==> config.mk <==
export PLATFORM = sky130hd
export DESIGN_NAME = controle_vagas_flat
export DESIGN_NICKNAME = d
export VERILOG_FILES = /design/src/rtl/controle_vagas_if.sv /design/src/rtl/controle_vagas.sv /design/src/flat_wrapper.sv
export SDC_FILE = /design/constraint.sdc
export NUM_CORES = 1
export LEC_CHECK = 0
export CAP_MARGIN = 20
export CORE_MARGIN = 1.5
export CORE_UTILIZATION = 61
export CTS_CLUSTER_SIZE = 12
export DETAILED_ROUTE_END_ITERATION = 8
export PLACE_DENSITY = 0.83
export REMOVE_ABC_BUFFERS = 1
export SYNTH_ARGS = -nofsm -noshare
export SYNTH_HDL_FRONTEND = slang
export SYNTH_SLANG_ARGS = --single-unit
==> constraint.sdc <==
create_clock -name clk -period 6.4 [get_ports clk]
set_clock_uncertainty 0.2 [all_clocks]
set_input_delay 1.92 -clock clk [delete_from_list [all_inputs] [get_ports clk]]
set_output_delay 1.92 -clock clk [all_outputs]
set_load 0.1 [all_outputs]
==> src/rtl/controle_vagas_if.sv <==
// Sensor/tick inputs and occupancy outputs of the parking-lot controller.
// master drives sensors and tick; slave is the controller itself.
`timescale 1ns/1ps
interface controle_vagas_if #(
    parameter int CNT_W = 4
) ();
    logic             tick;
    logic             sensor_a;
    logic             sensor_b;
    logic [CNT_W-1:0] ocupacao;
    logic             cheio;
    logic             vazio;
    logic             entrada;
    logic             saida;
    logic             erro;

    modport master (
        output tick, sensor_a, sensor_b,
        input  ocupacao, cheio, vazio, entrada, saida, erro
    );

    modport slave (
        input  tick, sensor_a, sensor_b,
        output ocupacao, cheio, vazio, entrada, saida, erro
    );
endinterface

==> src/rtl/controle_vagas.sv <==
// Parking-lot occupancy controller: entry/exit sequencing of two beam sensors on the
// divider tick. Define CONTROLE_VAGAS_DEBOUNCE_EN to add per-sensor tick debouncing.
`timescale 1ns/1ps
module controle_vagas #(
    parameter int CAPACIDADE    = 15,
    parameter int CNT_W         = 4,
    parameter int DEB_AMOSTRAS  = 4,
    parameter int TIMEOUT_TICKS = 800
) (
    input  logic              clk,
    input  logic              rst,
    controle_vagas_if.slave   bus
);
    localparam int TMO_W = $clog2(TIMEOUT_TICKS + 1);

    localparam logic [2:0] ST_IDLE = 3'd0;
    localparam logic [2:0] ST_E1   = 3'd1;
    localparam logic [2:0] ST_E2   = 3'd2;
    localparam logic [2:0] ST_E3   = 3'd3;
    localparam logic [2:0] ST_S1   = 3'd4;
    localparam logic [2:0] ST_S2   = 3'd5;
    localparam logic [2:0] ST_S3   = 3'd6;

    if ((2 ** CNT_W) <= CAPACIDADE || DEB_AMOSTRAS < 1 || TIMEOUT_TICKS < 2) begin : g_param_check
        $error("controle_vagas: invalid parameter set");
    end

    logic [1:0]       w_raw;
    logic [1:0]       w_s_next;
    logic [1:0]       r_s;
    logic [2:0]       r_state, w_state_next;
    logic [CNT_W-1:0] r_ocup, w_ocup_next;
    logic [TMO_W-1:0] r_tmo, w_tmo_next;
    logic             r_cheio, r_vazio, r_ent, r_sai, r_err;
    logic             w_ent, w_sai, w_err, w_change;

    // Bit 1 is the outer beam A, bit 0 the inner beam B.
    assign w_raw = {bus.sensor_a, bus.sensor_b};

    genvar gi;
    generate
        for (gi = 0; gi < 2; gi++) begin : g_sensor
            logic r_sync1, r_sync2;
`ifdef CONTROLE_VAGAS_DEBOUNCE_EN
            localparam int DEB_W = $clog2(DEB_AMOSTRAS + 1);
            logic [DEB_W-1:0] r_deb_cnt;
            logic             w_flip;

            assign w_flip       = bus.tick && (r_sync2 != r_s[gi]) &&
                                  (r_deb_cnt == DEB_W'(DEB_AMOSTRAS - 1));
            assign w_s_next[gi] = w_flip ? r_sync2 : r_s[gi];

            always_ff @(posedge clk) begin
                if (rst) begin
                    r_sync1   <= 1'b0;
                    r_sync2   <= 1'b0;
                    r_deb_cnt <= '0;
                end else begin
                    r_sync1 <= w_raw[gi];
                    r_sync2 <= r_sync1;
                    // Only an unbroken run of disagreeing samples may flip the output.
                    if (bus.tick) begin
                        if (r_sync2 == r_s[gi] || w_flip)
                            r_deb_cnt <= '0;
                        else
                            r_deb_cnt <= r_deb_cnt + 1'b1;
                    end
                end
            end
`else
            assign w_s_next[gi] = bus.tick ? r_sync2 : r_s[gi];

            always_ff @(posedge clk) begin
                if (rst) begin
                    r_sync1 <= 1'b0;
                    r_sync2 <= 1'b0;
                end else begin
                    r_sync1 <= w_raw[gi];
                    r_sync2 <= r_sync1;
                end
            end
`endif
        end
    endgenerate

    // The FSM looks at the freshly sampled pair so it reacts on the same tick edge.
    assign w_change = bus.tick && (w_s_next != r_s);

    always_comb begin
        w_state_next = r_state;
        w_ocup_next  = r_ocup;
        w_tmo_next   = r_tmo;
        w_ent        = 1'b0;
        w_sai        = 1'b0;
        w_err        = 1'b0;
        if (w_change) begin
            w_tmo_next = '0;
            case (r_state)
                ST_IDLE: begin
                    case (w_s_next)
                        2'b10:   w_state_next = ST_E1;
                        2'b01:   w_state_next = ST_S1;
                        2'b11:   w_err = 1'b1;
                        default: ;
                    endcase
                end
                ST_E1: begin
                    case (w_s_next)
                        2'b11:   w_state_next = ST_E2;
                        2'b00:   w_state_next = ST_IDLE;
                        default: begin w_err = 1'b1; w_state_next = ST_IDLE; end
                    endcase
                end
                ST_E2: begin
                    case (w_s_next)
                        2'b01:   w_state_next = ST_E3;
                        2'b10:   w_state_next = ST_E1;
                        default: begin w_err = 1'b1; w_state_next = ST_IDLE; end
                    endcase
                end
                ST_E3: begin
                    case (w_s_next)
                        2'b00: begin
                            w_state_next = ST_IDLE;
                            if (r_ocup < CNT_W'(CAPACIDADE)) begin
                                w_ocup_next = r_ocup + 1'b1;
                                w_ent       = 1'b1;
                            end else begin
                                w_err = 1'b1;
                            end
                        end
                        2'b11:   w_state_next = ST_E2;
                        default: begin w_err = 1'b1; w_state_next = ST_IDLE; end
                    endcase
                end
                ST_S1: begin
                    case (w_s_next)
                        2'b11:   w_state_next = ST_S2;
                        2'b00:   w_state_next = ST_IDLE;
                        default: begin w_err = 1'b1; w_state_next = ST_IDLE; end
                    endcase
                end
                ST_S2: begin
                    case (w_s_next)
                        2'b10:   w_state_next = ST_S3;
                        2'b01:   w_state_next = ST_S1;
                        default: begin w_err = 1'b1; w_state_next = ST_IDLE; end
                    endcase
                end
                ST_S3: begin
                    case (w_s_next)
                        2'b00: begin
                            w_state_next = ST_IDLE;
                            if (r_ocup != '0) begin
                                w_ocup_next = r_ocup - 1'b1;
                                w_sai       = 1'b1;
                            end else begin
                                w_err = 1'b1;
                            end
                        end
                        2'b11:   w_state_next = ST_S2;
                        default: begin w_err = 1'b1; w_state_next = ST_IDLE; end
                    endcase
                end
                default: w_state_next = ST_IDLE;
            endcase
        end else if (bus.tick && r_state != ST_IDLE) begin
            if (r_tmo == TMO_W'(TIMEOUT_TICKS - 1)) begin
                w_err        = 1'b1;
                w_state_next = ST_IDLE;
            end else begin
                w_tmo_next = r_tmo + 1'b1;
            end
        end
        if (w_state_next == ST_IDLE)
            w_tmo_next = '0;
    end

    always_ff @(posedge clk) begin
        if (rst) begin
            r_s     <= 2'b00;
            r_state <= ST_IDLE;
            r_ocup  <= '0;
            r_tmo   <= '0;
            r_cheio <= 1'b0;
            r_vazio <= 1'b1;
            r_ent   <= 1'b0;
            r_sai   <= 1'b0;
            r_err   <= 1'b0;
        end else begin
            r_s     <= w_s_next;
            r_state <= w_state_next;
            r_ocup  <= w_ocup_next;
            r_tmo   <= w_tmo_next;
            r_cheio <= (w_ocup_next == CNT_W'(CAPACIDADE));
            r_vazio <= (w_ocup_next == '0);
            r_ent   <= w_ent;
            r_sai   <= w_sai;
            r_err   <= w_err;
        end
    end

    assign bus.ocupacao = r_ocup;
    assign bus.cheio    = r_cheio;
    assign bus.vazio    = r_vazio;
    assign bus.entrada  = r_ent;
    assign bus.saida    = r_sai;
    assign bus.erro     = r_err;
endmodule

==> src/flat_wrapper.sv <==
// flat-port wrapper written by rule: the top's interface ports become plain ports
module controle_vagas_flat 
#(
    parameter int CAPACIDADE    = 15,
    parameter int CNT_W         = 4,
    parameter int DEB_AMOSTRAS  = 4,
    parameter int TIMEOUT_TICKS = 800
)
  (clk, rst, bus_tick, bus_sensor_a, bus_sensor_b, bus_ocupacao, bus_cheio, bus_vazio, bus_entrada, bus_saida, bus_erro);
  controle_vagas_if #(.CNT_W(CNT_W)) bus_i ();
  input  logic clk;
  input  logic rst;
  input wire logic [$bits(bus_i.tick)-1:0] bus_tick;
  input wire logic [$bits(bus_i.sensor_a)-1:0] bus_sensor_a;
  input wire logic [$bits(bus_i.sensor_b)-1:0] bus_sensor_b;
  output wire logic [$bits(bus_i.ocupacao)-1:0] bus_ocupacao;
  output wire logic [$bits(bus_i.cheio)-1:0] bus_cheio;
  output wire logic [$bits(bus_i.vazio)-1:0] bus_vazio;
  output wire logic [$bits(bus_i.entrada)-1:0] bus_entrada;
  output wire logic [$bits(bus_i.saida)-1:0] bus_saida;
  output wire logic [$bits(bus_i.erro)-1:0] bus_erro;
  assign bus_i.tick = bus_tick;
  assign bus_i.sensor_a = bus_sensor_a;
  assign bus_i.sensor_b = bus_sensor_b;
  assign bus_ocupacao = bus_i.ocupacao;
  assign bus_cheio = bus_i.cheio;
  assign bus_vazio = bus_i.vazio;
  assign bus_entrada = bus_i.entrada;
  assign bus_saida = bus_i.saida;
  assign bus_erro = bus_i.erro;
  controle_vagas #(.CAPACIDADE(CAPACIDADE), .CNT_W(CNT_W), .DEB_AMOSTRAS(DEB_AMOSTRAS), .TIMEOUT_TICKS(TIMEOUT_TICKS)) u_core (.clk(clk), .rst(rst), .bus(bus_i));
endmodule
==> results of run 1 <==
cell usage in the layout, fill, tap and decap left out, drive strengths merged, types with 2 or more instances in the layout:
cell type	synthesis	final
dfxtp	28	28
nor2	24	24
nand2	15	15
clkdlybuf4s50	0	13
xor2	9	9
a21oi	9	9
inv	8	8
ha	8	8
nor2b	8	8
o21ai	6	6
and2	6	6
mux2i	5	5
a31oi	5	5
nand2b	4	4
nand3	4	4
nor3	4	4
nand4	4	4
xnor2	4	4
and3	4	4
clkbuf	2	3
nand3b	2	2
a2bb2oi	2	2
and4	2	2
final cells by class:
type                            count  area (sq um)  area share
Multi-Input combinational cell    143          1010       0.554
Sequential cell                    28           561       0.308
Timing Repair Buffer               13           130      0.0715
Tap cell                           30          37.5      0.0206
Clock inverter                      1          30.0      0.0165
Inverter                            8          30.0      0.0165
Clock buffer                        3          22.5      0.0124
cell families (layout without fill, tap and decap cells):
group	count (synthesis)	in the layout
adders and majority gates	8	8
buffers and inverters	16	25
xor gates and xnor gates	13	13
DFF	28	28
and+or+nand+nor	83	83
AOI/OAI and AO/OA	33	33
muxes	6	6
per-stage QoR:
step	setup WS, ns	instances	area [sq um]	total power [mW]
CTS	1.56	226	1820	0.312
floorplan	2.18	179	1600	0.193
global route	1.37	226	1820	0.322
finish	1.58	226	1820	0.309
global placement	1.39	222	1770	0.199
detailed placement	1.23	222	1770	0.200
worst max-delay path by stage:
stage                  start               to  cells after the start
detailed placement  bus_tick  u_core.r_tmo[8]                      9
global route        bus_tick  u_core.r_tmo[1]                      9
CTS                 bus_tick  u_core.r_tmo[9]                      9
floorplan           bus_tick  u_core.r_tmo[0]                      8
finish              bus_tick  u_core.r_tmo[9]                      9
global placement    bus_tick  u_core.r_tmo[3]                      9
state kept, by name, summed over array words and instances (netlist names):
signal	cells
u_core.r_tmo	10
u_core.bus.cheio	1
u_core.r_state	3
u_core.bus.erro	1
u_core.bus.saida	1
u_core.bus.ocupacao	4
u_core.g_sensor.r_sync1	2
u_core.r_s	2
u_core.bus.entrada	1
u_core.bus.vazio	1
u_core.g_sensor.r_sync2	2
worst register-to-register path, delay by kind of cell (launching register included):
kind	cells	cell delay (ns)
compound gates	3	1.02
fa+ha+maj	1	0.36
flops	1	0.36
mux	2	0.62
simple gates	2	0.25
report_power, final:
group          total (mW)  internal (mW)  switching, mW
clock network       0.113         0.0634         0.0495
registers           0.177          0.176        0.00107
logic              0.0196        0.00847         0.0111
per-layer routing:
metal  track usage  routed length [um]
met1         0.264                1390
met4        0.0569                  30
met5             0                   0
met3        0.0538                 106
met2         0.450                1620
==> impl_metrics.json, run 1 <==
{
  "place_congestion": 0.816,
  "fillers": 205,
  "synth_cell_types": 50,
  "yosys-top-cells-count": "dfxtp_1 (28), nand2_1 (14), nor2_1 (14), nor2_2 (10), xor2_1 (9)",
  "grt_setup_unrepaired": "no",
  "diodes": 0,
  "path_clk_slew_ns": 0.14,
  "path_cells": "clkdlybuf4s50_1 -> mux2i_1 -> ha_1 -> nor2b_1 -> mux2_2 -> a32oi_1 -> a2bb2oi_1 -> a311o_1 -> nor2_2",
  "antenna_left": 0,
  "drive_above_1_share": 0.138,
  "detail_route.wl_per_cell_um": 13.9,
  "grt_pass1_vias": 1219,
  "end_kind": "register",
  "min_period_over_period": 0.753,
  "start_kind": "primary input",
  "slowest_delay_ns": 0.59,
  "cts.hold.buffers_added": 0,
  "ys.warnings.count": 0,
  "max_freq_mhz": 207,
  "first_pass_iters": 4,
  "r2r_start": "u_core.g_sensor[1].r_sync2",
  "grtUsageTotal": 0.237,
  "clkLatencyLatePin_ns": 0.32,
  "ir_drop_uv": 170,
  "cap_violations": 0,
  "cts_resized": 0,
  "utilization": 0.721,
  "cts.htree.levels": 1,
  "synth_area_sq_um": 1650,
  "core_sq_um": 2520,
  "hp-class": "reg -> reg",
  "synth_area_leader_cell": "dfxtp_1",
  "grt_pass1_wl_um": 5200,
  "timing.rr.end": "u_core.r_tmo[9]",
  "route.detailed.drc": 0,
  "cp_max_fo": 10,
  "start_util": 0.656,
  "cellPowerDensity_nw_per_um2": 170,
  "via_per_inst": 5.84,
  "reg2reg_slack_ns": 3.48,
  "grt_overflow": 0,
  "min_period_ns": 4.82,
  "cts_tree": "yes",
  "clk_path_buf_depth": 2,
  "num_vias": 1319,
  "setup_viol": 0,
  "synth_area_leaders": "dfxtp_1 (34%), ha_1 (6.1%), xor2_1 (4.8%)",
  "synth_fa_ha_area_frac": 0.0605,
  "ys.flop_type": "dfxtp_1",
  "numCtsBuffers": 3,
  "ff2ff_path_depth": 8,
  "syn_area_per_cell_sq_um": 8.85,
  "whs_endpoint": "u_core.g_sensor[0].r_sync2",
  "critical_path_class": "in -> reg",
  "num_rows": 18,
  "clockRootBuffer": "clkbuf_4",
  "synth_top_family_by_area": "simple AND/OR/NAND/NOR gates",
  "antenna_found_initial": 0,
  "timing.final.max_slew_violations": 0,
  "yosys-mux-area-fraction": 0.0371,
  "dieWidth_um": 55.1,
  "cp_top_family": "compound AO/OA/AOI/OAI gates",
  "final_net_count": 210,
  "dieArea_sq_um": 3030,
  "slew_headroom": 0.353,
  "io_pins": 14,
  "synthSimpleGateAreaFrac": 0.290,
  "status": "completed",
  "min_from": "u_core.g_sensor[0].r_sync1",
  "critPathRequiredTime_ns": 6.41,
  "drt-initial-drc-count": 18,
  "async_flop_share": 0,
  "die_h_um": 55.1,
  "whs_path_depth": 1,
  "crit_arrival_ns": 4.83,
  "max_slew.worst_pin.slew_ns": 0.968,
  "fin_setup_tns_ns": 0,
  "io_buffers": 13,
  "synth_compound_area_frac": 0.148,
  "hold_ws_ns": 0.257,
  "synth_edf_count": 0,
  "synthCells": 187,
  "crit_slowest_cell": "clkdlybuf4s50_1",
  "yosysTopAreaCellShare": 0.339,
  "grt_max_degree": 17,
  "cts_sinks": 28,
  "hold_viol_final": 0,
  "path_buf_inv": 1,
  "synthToLayoutAreaGrowth_pct": 9.98,
  "post_cts_buffers": 0,
  "synthXorXnorAreaFrac": 0.0734,
  "finalWirelength_um": 3140,
  "p_leak_nw": 0.679,
  "synth_seq_cells": 28,
  "place_hpwl_um": 2280,
  "seq_area_frac_synth": 0.339,
  "yosysMostFrequentCell": "dfxtp_1"
}
(Power assumes the default switching activity.)
==> run 2: changes to the inputs <==
--- a/config.mk
+++ b/config.mk
@@ -7,10 +7,10 @@
 export LEC_CHECK = 0
 export CAP_MARGIN = 20
 export CORE_MARGIN = 1.5
-export CORE_UTILIZATION = 61
+export CORE_UTILIZATION = 51
 export CTS_CLUSTER_SIZE = 12
 export DETAILED_ROUTE_END_ITERATION = 8
-export PLACE_DENSITY = 0.83
+export PLACE_DENSITY = 0.74
 export REMOVE_ABC_BUFFERS = 1
 export SYNTH_ARGS = -nofsm -noshare
 export SYNTH_HDL_FRONTEND = slang
==> constraint.sdc (replaced) <==
create_clock -name clk -period 4.4 [get_ports clk]
set_clock_uncertainty 0.2 [all_clocks]
set_input_delay 1.32 -clock clk [delete_from_list [all_inputs] [get_ports clk]]
set_output_delay 1.32 -clock clk [all_outputs]
set_load 0.1 [all_outputs]
==> run 2 against run 1 <==
  * First-iteration DRC count grew 130%
  * Register-to-register slack worse by 1.6 ns
  * Final cell count rose by 7.1%
==> impl_metrics.json, run 2 (synthesized netlist as in run 1, its figures left out) <==
{
  "min_period_over_period": 0.871,
  "end_kind": "register",
  "cts.htree.levels": 1,
  "critical_path_class": "in -> reg",
  "finalWirelength_um": 3080,
  "status": "completed",
  "dpl_cell_area_sq_um": 1810,
  "first_pass_iters": 4,
  "grt_max_degree": 17,
  "cts_tree": "yes",
  "grtUsageTotal": 0.195,
  "cap_violations": 0,
  "io_pins": 14,
  "grt_overflow": 0,
  "timing.final.max_slew_violations": 0,
  "numCtsBuffers": 3,
  "fillers": 276,
  "cts_sinks": 28,
  "io_buffers": 13,
  "path_buf_inv": 2,
  "cp_top_family": "buffers and inverters",
  "via_per_inst": 5.55,
  "num_vias": 1342,
  "place_hpwl_um": 2370,
  "place_congestion": 0.796,
  "slowest_delay_ns": 0.59,
  "clk_path_buf_depth": 2,
  "final_cell_mix": "dfxtp_1 (28), nor2_1 (14), nand2_1 (14)",
  "critPathRequiredTime_ns": 4.44,
  "power_mw": 0.452,
  "antenna_found_initial": 0,
  "ir_drop_uv": 296,
  "diodes": 0,
  "die_h_um": 60.0,
  "utilization": 0.605,
  "dieArea_sq_um": 3590,
  "fin_area_sq_um": 1860,
  "grt_setup_unrepaired": "no",
  "hp-class": "reg -> reg",
  "grt_pass1_wl_um": 5400,
  "crit_slowest_cell": "clkdlybuf4s50_1",
  "final_common_cell": "dfxtp_1",
  "crit_arrival_ns": 3.87,
  "drt-initial-drc-count": 41,
  "max_slew.worst_pin.slew_ns": 0.965,
  "route.detailed.drc": 0,
  "setup_viol": 0,
  "min_period_ns": 3.83,
  "dieWidth_um": 60.0,
  "post_cts_buffers": 0,
  "hold_viol_final": 0,
  "detail_route.wl_per_cell_um": 12.7,
  "clkLatencyLatePin_ns": 0.33,
  "path_cells": "clkdlybuf4s50_1 -> mux2i_1 -> ha_1 -> nor2b_1 -> mux2_2 -> a32oi_1 -> a2bb2oi_1 -> a311o_1 -> buf_12 -> nor2_2",
  "antenna_left": 0,
  "core_sq_um": 3080,
  "slew_headroom": 0.355,
  "path_clk_slew_ns": 0.13,
  "cts_resized": 0,
  "largest_register_ffs": 10,
  "drive_above_1_share": 0.152,
  "clockRootBuffer": "clkbuf_4",
  "grt_pass1_vias": 1279,
  "start_util": 0.537,
  "synthToLayoutAreaGrowth_pct": 12.6,
  "fin_setup_tns_ns": 0,
  "cp_max_fo": 10,
  "cts.hold.buffers_added": 0,
  "regMostFlops": "u_core.r_tmo",
  "cellPowerDensity_nw_per_um2": 243,
  "start_kind": "primary input",
  "max_freq_mhz": 261,
  "final_net_count": 212,
  "num_rows": 20,
  "p_leak_nw": 0.696
}
run 2: cell count changes in the layout (fill, tap and decap cells not counted):
| cell | change |
|---|---|
| buf_4 | +2 |
| buf_12 | +1 |
| clkdlybuf4s50_1 | -1 |
run 2: stage by stage:
step                      cells  hold WS (ns)  worst slack (ns)
after global routing        242         0.271             0.428
after CTS                   242         0.264             0.558
after detailed placement    238         0.239             0.205
after global placement      238         0.225             0.248
final                       242         0.261             0.569
after floorplan             179         0.214             0.778
run 2: area by class of cell:
class | instances | area, sq um | area share
timing repair buffer | 15 | 155 | 0.0833
clock buffer | 3 | 22.5 | 0.0121
multi-input combinational | 143 | 1010 | 0.542
inverter | 8 | 30.0 | 0.0161
tap | 44 | 55.1 | 0.0296
clock inverter | 1 | 30.0 | 0.0161
sequential | 28 | 561 | 0.301
run 2: power breakdown:
group | internal (mW) | switching (mW) | leakage [nW]
Clock | 0.0922 | 0.0739 | 0.0279
Sequential | 0.256 | 0.00167 | 0.226
Combinational | 0.0128 | 0.0156 | 0.442
Total | 0.361 | 0.0912 | 0.696
run 2: worst paths after layout:
check / cells past startpoint / endpoint / slack (ns) / start
setup reg to reg: 9 / u_core.r_tmo[1] / 1.85 / u_core.g_sensor[0].r_sync2
hold reg to reg: 1 / u_core.g_sensor[0].r_sync2 / 0.26 / u_core.g_sensor[0].r_sync1
setup / recovery: 10 / u_core.r_tmo[1] / 0.57 / bus_tick
hold / removal: 1 / u_core.g_sensor[0].r_sync2 / 0.26 / u_core.g_sensor[0].r_sync1
run 2: metal layers:
| layer | track usage | up-vias | wire, um |
|---|---|---|---|
| met5 | 0 | - | 0 |
| met2 | 0.360 | 29 | 1570 |
| met1 | 0.225 | 637 | 1350 |
| met4 | 0.0444 | 0 | 43 |
| li1 | - | 670 | - |
| met3 | 0.0455 | 6 | 108 |
==> run 3: changes to the inputs <==
--- a/config.mk
+++ b/config.mk
@@ -7,10 +7,10 @@
 export LEC_CHECK = 0
 export CAP_MARGIN = 20
 export CORE_MARGIN = 1.5
-export CORE_UTILIZATION = 51
+export CORE_UTILIZATION = 50
 export CTS_CLUSTER_SIZE = 12
 export DETAILED_ROUTE_END_ITERATION = 8
-export PLACE_DENSITY = 0.74
+export PLACE_DENSITY = 0.73
 export REMOVE_ABC_BUFFERS = 1
 export SYNTH_ARGS = -nofsm -noshare
 export SYNTH_HDL_FRONTEND = slang
==> run 3 against run 2 <==
  * Combinational power about the same
  * Register-to-register slack lost 0.11 ns
  * First-iteration DRC count decreased by 2.4%
  * Critical path depth unchanged
  * Via count is 0.22% lower
  * Hold slack lost 0.0037 ns
  * Global-route usage down 0.40 points
  * Cell area grew 0.40%
  * Sequential cell count is the same
  * Sequential share of layout area shrank 0.12 points
  * Power rose by 0.29%
==> impl_metrics.json, run 3 (synthesized netlist as in run 1, its figures left out) <==
{
  "status": "completed",
  "fillers": 278,
  "grt_pass1_vias": 1248,
  "hold_viol_final": 0,
  "end_kind": "register",
  "cts.htree.levels": 1,
  "max_slew.worst_pin.slew_ns": 0.983,
  "regArea_sq_um": 561,
  "clk_path_buf_depth": 2,
  "diodes": 0,
  "grt_max_degree": 17,
  "num_rows": 20,
  "critPathRequiredTime_ns": 4.44,
  "io_pins": 14,
  "num_vias": 1339,
  "dp_cells": 239,
  "p_leak_nw": 0.701,
  "cap_violations": 0,
  "route.detailed.drc": 0,
  "drt-initial-drc-count": 40,
  "reg2reg_slack_ns": 1.74,
  "grtUsageTotal": 0.191,
  "fin_setup_tns_ns": 0,
  "die_h_um": 60.5,
  "path_clk_slew_ns": 0.15,
  "crit_arrival_ns": 3.97,
  "critical_path_class": "in -> reg",
  "start_util": 0.533,
  "clkLatencyLatePin_ns": 0.33,
  "cts.hold.buffers_added": 0,
  "first_pass_iters": 4,
  "path_buf_inv": 2,
  "final_cell_mix": "dfxtp_1 (28), nor2_1 (14), nand2_1 (14)",
  "core_sq_um": 3100,
  "setup_viol": 0,
  "utilization": 0.602,
  "via_per_inst": 5.51,
  "min_period_ns": 3.93,
  "cts_tree": "yes",
  "slew_headroom": 0.343,
  "place_hpwl_um": 2410,
  "slowest_delay_ns": 0.59,
  "dieArea_sq_um": 3660,
  "numCtsBuffers": 3,
  "start_kind": "primary input",
  "min_period_over_period": 0.894,
  "regMostFlops": "u_core.r_tmo",
  "grt_pass1_wl_um": 5340,
  "path_cells": "clkdlybuf4s50_1 -> mux2i_1 -> ha_1 -> nor2b_1 -> mux2_2 -> a32oi_1 -> a2bb2oi_1 -> a311o_1 -> buf_12 -> nor2_2",
  "ir_drop_uv": 369,
  "grt_overflow": 0,
  "drive_above_1_share": 0.156,
  "crit_slowest_cell": "clkdlybuf4s50_1",
  "cp_top_family": "buffers and inverters",
  "detail_route.wl_per_cell_um": 12.8,
  "synthToLayoutAreaGrowth_pct": 13.0,
  "final_common_cell": "dfxtp_1",
  "cts_resized": 0,
  "timing.final.max_slew_violations": 0,
  "largest_register_ffs": 10,
  "finalWirelength_um": 3110,
  "final_net_count": 213,
  "finalNonFillerCells": 243,
  "cts_sinks": 28,
  "clockRootBuffer": "clkbuf_4",
  "max_freq_mhz": 254,
  "place_congestion": 0.774,
  "antenna_found_initial": 0,
  "dieWidth_um": 60.5,
  "grt_setup_unrepaired": "no",
  "antenna_left": 0,
  "multi_input_comb_area_sq_um": 1010,
  "cp_max_fo": 10,
  "io_buffers": 13,
  "cellPowerDensity_nw_per_um2": 243,
  "hp-class": "reg -> reg",
  "post_cts_buffers": 0
}
run 3: cell types whose count changed in the layout (fill, tap and decap cells not counted), sizes merged:
cell,before,now
buf,3,4
run 3: routing by layer:
metal / share of wire / GRT usage
met5: 0 / 0
met3: 0.047 / 0.0533
met1: 0.43 / 0.233
met2: 0.51 / 0.343
met4: 0.0093 / 0.0311
run 3: per-stage QoR:
stage	hold slack (ns)	worst slack, ns	instance area (sq um)	power [mW]
4_1_cts	0.260	0.488	1870	0.455
3_5_place_dp	0.236	0.130	1820	0.291
2_1_floorplan	0.214	0.778	1600	0.281
3_3_place_gp	0.222	0.242	1820	0.290
6_report	0.258	0.466	1870	0.453
5_1_grt	0.286	0.349	1870	0.467
run 3: where the power goes:
part,switching (mW),internal (mW)
clock,0.0756,0.0922
sequential,0.00164,0.256
combinational,0.0153,0.0128
total,0.0925,0.361
run 3: worst register-to-register path, cell delays in order (launching register included):
cell	delay, ns
dfxtp_1	0.38
mux2i_1	0.34
ha_1	0.35
nor2b_1	0.17
mux2_2	0.28
a32oi_1	0.16
a2bb2oi_1	0.24
a311o_1	0.26
buf_12	0.16
nor2_2	0.05
run 3: path summary, 6_finish.rpt:
kind | startpoint | end | cells past startpoint
worst min register to register | u_core.g_sensor[0].r_sync1 | u_core.g_sensor[0].r_sync2 | 1
worst max-delay path | bus_tick | u_core.r_tmo[0] | 10
worst min-delay path | u_core.g_sensor[0].r_sync1 | u_core.g_sensor[0].r_sync2 | 1
worst max register to register | u_core.g_sensor[0].r_sync2 | u_core.r_tmo[0] | 9
run 3: final cells by class:
| class | instances | area share |
|---|---|---|
| clock buffers | 3 | 0.0120 |
| inverters | 8 | 0.0161 |
| clock inverters | 1 | 0.0161 |
| repair buffers | 16 | 0.0870 |
| flip-flops and latches | 28 | 0.300 |
| multi-input cells | 143 | 0.539 |
| well taps | 44 | 0.0295 |
